File: src/rtl/fetch_pkg.sv
`default_nettype none
// +----------------------------------------------------------------------------+
// | fetch_pkg                                                                  |
// | Shared state encoding, opcode constants and length decode for the fetch    |
// | sequencer. Optional macro: FETCH_TWO_BYTE_EN.                              |
// | Revision: 1.0                                                              |
// +----------------------------------------------------------------------------+
package fetch_pkg;

    typedef enum logic [1:0] {
        ST_FETCH0 = 2'd0,
        ST_FETCH1 = 2'd1,
        ST_ISSUE  = 2'd2,
        ST_HALTED = 2'd3
    } state_t;

    localparam logic [3:0] OP_JMP   = 4'h6;
    localparam logic [3:0] OP_JZ    = 4'h7;
    localparam logic [3:0] OP_HLT   = 4'hF;
    localparam logic [3:0] OP_2B_LO = 4'h8;
    localparam logic [3:0] OP_2B_HI = 4'hB;

`ifdef FETCH_TWO_BYTE_EN
    localparam bit c_TWO_BYTE_EN = 1'b1;
`else
    localparam bit c_TWO_BYTE_EN = 1'b0;
`endif

    // With the two-byte feature off, every opcode decodes as one byte.
    function automatic logic is_two_byte(input logic [3:0] opcode);
        return c_TWO_BYTE_EN && (opcode >= OP_2B_LO) && (opcode <= OP_2B_HI);
    endfunction

endpackage
`default_nettype wire

File: src/rtl/fetch_pc_ctrl.sv
`default_nettype none
// +----------------------------------------------------------------------------+
// | fetch_pc_ctrl                                                              |
// | Selects the single PC control pulse (inc/skip/load) for an accepted        |
// | instruction.                                                               |
// | Revision: 1.0                                                              |
// +----------------------------------------------------------------------------+
module fetch_pc_ctrl
    import fetch_pkg::*;
#(
    parameter int ADDR_W = 4
) (
    input  logic              i_handshake,
    input  logic [3:0]        i_opcode,
    input  logic [3:0]        i_imm,
    input  logic              i_zero_flag,
    output logic              o_pc_inc,
    output logic              o_pc_skip,
    output logic              o_pc_load,
    output logic [ADDR_W-1:0] o_pc_data
);

    always_comb begin
        o_pc_inc  = 1'b0;
        o_pc_skip = 1'b0;
        o_pc_load = 1'b0;
        o_pc_data = '0;
        if (i_handshake) begin
            if (i_opcode == OP_JMP) begin
                o_pc_load = 1'b1;
                o_pc_data = ADDR_W'(i_imm);
            end else if (i_opcode == OP_JZ) begin
                if (i_zero_flag) begin
                    o_pc_load = 1'b1;
                    o_pc_data = ADDR_W'(i_imm);
                end else begin
                    o_pc_inc = 1'b1;
                end
            end else if (i_opcode == OP_HLT) begin
                o_pc_inc = 1'b0;
            end else if (is_two_byte(i_opcode)) begin
                o_pc_skip = 1'b1;
            end else begin
                o_pc_inc = 1'b1;
            end
        end
    end

endmodule
`default_nettype wire

File: src/rtl/fetch_sequencer.sv
`default_nettype none
// +----------------------------------------------------------------------------+
// | fetch_sequencer                                                            |
// | Fetches 1/2-byte instructions at the PC, issues them to execute and        |
// | advances the PC. Optional macro: FETCH_TWO_BYTE_EN.                        |
// | Revision: 1.0                                                              |
// +----------------------------------------------------------------------------+
module fetch_sequencer
    import fetch_pkg::*;
#(
    parameter int ADDR_W = 4,
    parameter int DATA_W = 8
) (
    input  logic              clk,
    input  logic              reset,
    input  logic [ADDR_W-1:0] pc_addr,
    output logic              pc_inc,
    output logic              pc_skip,
    output logic              pc_load,
    output logic [ADDR_W-1:0] pc_data,
    output logic              mem_req,
    output logic [ADDR_W-1:0] mem_addr,
    input  logic [DATA_W-1:0] mem_rdata,
    input  logic              mem_rvalid,
    input  logic              zero_flag,
    output logic              instr_valid,
    input  logic              instr_ready,
    output logic [3:0]        instr_opcode,
    output logic [3:0]        instr_imm,
    output logic [DATA_W-1:0] instr_operand,
    output logic              halted
);

    state_t            r_state;
    state_t            w_next_state;
    logic [3:0]        r_opcode;
    logic [3:0]        r_imm;
    logic [ADDR_W-1:0] w_fetch_addr;
    logic              w_handshake;

    always_ff @(posedge clk) begin
        if (!reset) begin
            r_state <= ST_FETCH0;
        end else begin
            r_state <= w_next_state;
        end
    end

    // Status outputs are qualified with reset so every output reads 0 while it is held.
    always_comb begin
        w_next_state = r_state;
        mem_req      = 1'b0;
        w_fetch_addr = pc_addr;
        instr_valid  = 1'b0;
        halted       = 1'b0;
        case (r_state)
            ST_FETCH0: begin
                mem_req = reset;
                if (mem_rvalid) begin
                    w_next_state = is_two_byte(mem_rdata[7:4]) ? ST_FETCH1 : ST_ISSUE;
                end
            end
`ifdef FETCH_TWO_BYTE_EN
            ST_FETCH1: begin
                mem_req      = reset;
                w_fetch_addr = pc_addr + ADDR_W'(1);
                if (mem_rvalid) begin
                    w_next_state = ST_ISSUE;
                end
            end
`endif
            ST_ISSUE: begin
                instr_valid = reset;
                if (instr_ready) begin
                    w_next_state = (r_opcode == OP_HLT) ? ST_HALTED : ST_FETCH0;
                end
            end
            ST_HALTED: begin
                halted = reset;
            end
            default: begin
                w_next_state = ST_FETCH0;
            end
        endcase
    end

    assign mem_addr    = mem_req ? w_fetch_addr : '0;
    assign w_handshake = instr_valid & instr_ready;

    always_ff @(posedge clk) begin
        if (!reset) begin
            r_opcode <= '0;
            r_imm    <= '0;
        end else if ((r_state == ST_FETCH0) && mem_rvalid) begin
            r_opcode <= mem_rdata[7:4];
            r_imm    <= mem_rdata[3:0];
        end
    end

`ifdef FETCH_TWO_BYTE_EN
    logic [DATA_W-1:0] r_operand;

    always_ff @(posedge clk) begin
        if (!reset) begin
            r_operand <= '0;
        end else if ((r_state == ST_FETCH0) && mem_rvalid) begin
            r_operand <= '0;
        end else if ((r_state == ST_FETCH1) && mem_rvalid) begin
            r_operand <= mem_rdata;
        end
    end

    assign instr_operand = r_operand;
`else
    assign instr_operand = '0;
`endif

    assign instr_opcode = r_opcode;
    assign instr_imm    = r_imm;

    fetch_pc_ctrl #(
        .ADDR_W (ADDR_W)
    ) u_pc_ctrl (
        .i_handshake (w_handshake),
        .i_opcode    (r_opcode),
        .i_imm       (r_imm),
        .i_zero_flag (zero_flag),
        .o_pc_inc    (pc_inc),
        .o_pc_skip   (pc_skip),
        .o_pc_load   (pc_load),
        .o_pc_data   (pc_data)
    );

endmodule
`default_nettype wire

File: config.mk
export PLATFORM = sky130hd
export DESIGN_NAME = fetch_sequencer
export DESIGN_NICKNAME = d
export VERILOG_FILES = /design/src/rtl/fetch_pkg.sv /design/src/rtl/fetch_pc_ctrl.sv /design/src/rtl/fetch_sequencer.sv
export SDC_FILE = /design/constraint.sdc
export NUM_CORES = 1
export LEC_CHECK = 0
export ABC_AREA = 1
export CAP_MARGIN = 20
export CORE_ASPECT_RATIO = 1.4
export CORE_MARGIN = 2
export CORE_UTILIZATION = 36
export CTS_CLUSTER_DIAMETER = 30
export DETAILED_ROUTE_END_ITERATION = 10
export PLACE_DENSITY = 0.84
export SLEW_MARGIN = 20
export SYNTH_ARGS = -nofsm -noshare
export SYNTH_HDL_FRONTEND = slang
export SYNTH_HIERARCHICAL = 1
export SYNTH_SLANG_ARGS = --single-unit
File: constraint.sdc
create_clock -name clk -period 2.4 [get_ports clk]
set_input_delay 0.6 -clock clk [delete_from_list [all_inputs] [get_ports clk]]
set_output_delay 0.6 -clock clk [all_outputs]
set_load 0.02 [all_outputs]
## After elaboration in Yosys (flattened, before gate mapping)

Index checks and enable logic that the tools add are counted.

| operators by class | value |
|---|---|
| equal/unequal tests | 7 |
| mux-type cells | 21 |
| bitwise logic cells | 2 |
| reduce and logical (&&, ||, !) cells | 3 |

Operators with widths:

| operator | count |
|---|---|
| 2-to-1 mux 4 bit | 5 |
| 2-to-1 mux 1 bit | 12 |
| == test 4 x 3 -> 1 bit, second input constant | 2 |
| 2-to-1 mux 2 bit | 3 |
| one-hot mux 2 bit (3 select lines) | 1 |
| == test 2 bit, second input constant | 2 |
| == test 4 bit, second input constant | 1 |
| != test 2 bit, second input constant | 2 |
| AND reduction 3 bit | 1 |
| zero test 2 bit | 1 |
| AND 1 bit | 1 |
| logical AND 1 bit | 1 |
| inverter 1 bit | 1 |

| word-level totals | value |
|---|---|
| bits in registers | 10 |
| bits of input ports | 17 |
| output and inout port bits | 30 |
| logic and storage cells | 36 |

## Logic depth before layout (Yosys ltp)

| logic depth | value |
|---|---|
| depth in word-level cells | 5 |
| gate-level depth with buffers | 6 |
| gate-level depth less buffers | 6 |

## Hierarchy

The synthesis kept the hierarchy.

Modules (own cells, without submodules):

| module | times used | cells each | area each (µm²) | seq. area each (µm²) |
|---|---|---|---|---|
| fetch_sequencer | 1 | 81 | 554.3 | 200.2 |
| fetch_pc_ctrl | 1 | 22 | 110.1 | 0.0 |

## Least setup slack after synthesis

OpenSTA, ideal clock, no wires.

| timing | value |
|---|---|
| path kind | in2out |
| from | in reset |
| to | out pc_data[0] |
| arrival | 1,456 ps |
| required time | 1,800 ps |
| slack | 344 ps |
| stages on the path | 4 |
| buffers on the path | 0 |
| path through | inv_1 nor3_1 nand4_4 nor2_1 |

| between the ends | value |
|---|---|
| cells in the longest elaborated chain, start to end | 3 |

Ends and longest elaborated chain:

| item | RTL line | source |
|---|---|---|
| from (decl) | fetch_sequencer.sv:15 | `input logic reset,` |
| 2-to-1 mux 1 bit | fetch_sequencer.sv:56 | `case (r_state)` |
| AND 1 bit | fetch_sequencer.sv:88 | `assign w_handshake = instr_valid & instr_ready;` |
| net w_handshake | fetch_sequencer.sv:39 | `logic w_handshake;` |
| 2-to-1 mux 4 bit | fetch_pc_ctrl.sv:28 | `if (i_handshake) begin` |
| to (decl) | fetch_sequencer.sv:20 | `output logic [ADDR_W-1:0] pc_data,` |

The timed path passes the listed nets, and every way through them passes these cells.

## Worst setup path after layout

| timing | value |
|---|---|
| from | in reset |
| to | out instr_valid |

| between the ends | value |
|---|---|
| cells in the longest elaborated chain, start to end | 1 |

Ends and longest elaborated chain:

| item | RTL line | source |
|---|---|---|
| 2-to-1 mux 1 bit | fetch_sequencer.sv:56 |  |
| to (decl) | fetch_sequencer.sv:26 | `output logic instr_valid,` |

No other way between the ends.

==> reports/metrics.cfg <==
[outcome]
outcome = finished clean

[min_path]
hold_end = instr_imm[0]
hp-start = instr_imm[0]
holdPathStages = 2
hp-class = reg2reg

[setup_path]
worst_path_max_delay_cell = clkdlybuf4s50_1
cp_max_fo = 3
cp_cell_sequence = dlygate4sd2_1 -> inv_1 -> buf_4 -> nor2_1 -> clkdlybuf4s50_1
critPathMaxStageDelay_ps = 600
path_buf_inv = 4
critPathTopFamily = buffers and inverters
reg2reg_from = r_state[0]
endpoint_kind = primary output
start_kind = primary input
critPathKind = in2out
r2r_cells = 4
r2r-end = instr_imm[1]
critPathLaunch = reset
rrSetupSlack_ps = 1420
worst_ep_required_time_ps = 1800
crit_arrival_ps = 1720

[power]
total_power_uw = 498
p_per_area_nw_per_um2 = 472
ir_worst_vdd_mv = 0.314
leakage_uw = 0.000541

[clocking]
cts_hold_buf = 0
post-cts-setup-buffers = 0
cts_root_buf = clkbuf_4
cts.sinks = 10
cts_max_level = 1
cts.clk_slew.worst_paths_ps = 70
cts-buffers-inserted = 3
clk_path_buf_depth = 2
clk_latency_ps = 270
cts_tree = done

[final_layout]
fill_cells = 163
final_core_util_pct = 60.0
diodes = 0
instances_no_fill = 165
final_nets = 163
area_delta_synth_final_pct = 58.6
drive_gt1_share_pct = 20.7

[synthesis]
ys_seq_area_share_pct = 30.1
synth_area_um2 = 664
yosys_warnings = 6
synth_seq_cells = 10
netlist_instances = 103
syn_avg_cell_area_um2 = 6.45
synthDistinctLibCells = 19

[routing]
first_pass_iters = 5
ant_nets = 0
vias_per_cell = 4.42
wl_mm = 1.65
drcViolationCount = 0
wl_per_cell_um = 10.0
drt_iter0_markers = 16
vias = 729

[die]
ioPinCount = 47
fp-row-count = 18
start_util_pct = 37.8
die_area_um2 = 2210
core_um2 = 1760
die_h_um = 54.8
die_w_um = 40.3

[timing]
min_period_ps = 2320
fin_skew_ps = 6.07
hold_slack_ps = 510
maxSlewViolCount = 0
rsz0062_at_grt = false
hold_violations = 0
clock.fmax_mhz = 431
tns_ps = 0
finalCritPeriodShare_pct = 96.6
setup_violations = 0

[placed_design]
gp_congestion = 0.721
placed_cells = 161
post-dp-hpwl_mm = 1.34
portBuffers = 37

[global_route]
antenna_found_initial = 0
grt_max_degree = 11
grt_overflow_total = 0
grt.total_usage_pct = 15.7
grt_pass1_wl_mm = 2.39
grt_pass1_vias = 607

[run]
drv_cap = 0

registers in the layout, indices dropped and copies added, names as in the netlist:
| register | count |
|---|---|
| r_state | 2 |
| instr_imm | 4 |
| instr_opcode | 4 |
where the power goes:
group / internal (µW) / switching [µW]
logic: 68.3 / 83.8
clock network: 92.3 / 62.1
registers: 179 / 12.6
total: 339 / 159
cells by family (layout without fill, tap and decap cells):
logic type      Yosys count  after routing  synth area share [%]
simple gates             48             48                  36.3
flops                    10             10                  30.1
buf+inv                  30             65                  22.0
compound gates           13             13                  10.4
other cells               2              9                  1.13
cells in the final DEF (no fill, tap or decap), types with 4 or more instances in the layout:
| cell | n |
|---|---|
| dlygate4sd2_1 | 7 |
| dfxtp_1 | 9 |
| nand2_1 | 6 |
| o21ai_0 | 9 |
| inv_1 | 16 |
| clkdlybuf4s50_1 | 23 |
| conb_1 | 9 |
| nor2_1 | 29 |
| clkbuf_2 | 4 |
| buf_4 | 5 |
| inv_2 | 4 |
routing by layer:
layer | routed length, µm | track usage, % | part of all wire, % | up-vias
met5 | 0 | 0 | 0 | -
met4 | 38 | 8.33 | 2.3 | 0
met3 | 142 | 3.25 | 8.6 | 4
met2 | 845 | 27.7 | 51 | 35
met1 | 626 | 16.8 | 38 | 319
li1 | - | - | - | 371
through the flow:
step | area (µm²) | setup WS, ps
floorplan | 691 | 344
global placement | 1040 | -489
detailed placement | 1040 | -536
CTS | 1070 | 10.0
global route | 1050 | 8.19
finish | 1050 | 82.3
Yosys cell counts:
master / n / area share (%)
nor2_1: 29 / 16
nor2_2: 3 / 2.8
o21ai_1: 2 / 1.5
nand2_2: 3 / 2.8
dfxtp_1: 10 / 30
clkbuf_1: 1 / 0.56
nand2_1: 6 / 3.4
buf_4: 9 / 10
a21oi_2: 1 / 1.3
nand4_4: 1 / 3.2
a21oi_1: 1 / 0.75
nand2_4: 1 / 1.7
nor3_1: 1 / 0.75
conb_1: 2 / 1.1
o21ai_0: 9 / 6.8
inv_2: 4 / 2.3
inv_1: 16 / 9.0
nor2_8: 1 / 3.0
nand3_1: 3 / 2.3
worst register-to-register path: cells and delay by family (launching register included):
kind	cells	cell delay, ps
flops	1	350
simple gates	3	330
compound gates	1	200
how the worst max path moves through the flow:
stage | end | slack (ps) | cells past startpoint
2_1_floorplan | pc_data[0] | 340 | 4
3_3_place_gp | pc_data[3] | -490 | 7
3_5_place_dp | pc_data[0] | -540 | 7
4_1_cts | pc_data[3] | 10 | 8
5_1_grt | instr_valid | 8 | 5
6_report | instr_valid | 80 | 5
repair_timing:
action                     in CTS  in global routing
pin swaps                       2                  0
setup endpoints to repair      13                  6
gates resized for setup        22                  9
cell type report:
| cell class | instances | area [µm²] | area share, % |
|---|---|---|---|
| multi-input combinational | 70 | 349 | 33.1 |
| tap | 20 | 25.0 | 2.38 |
| timing repair buffer | 41 | 367 | 34.8 |
| clock buffer | 4 | 36.3 | 3.44 |
| inverter | 20 | 75.1 | 7.13 |
| sequential | 10 | 201 | 19.1 |
Note: power is estimated with default switching activity, not from simulation.
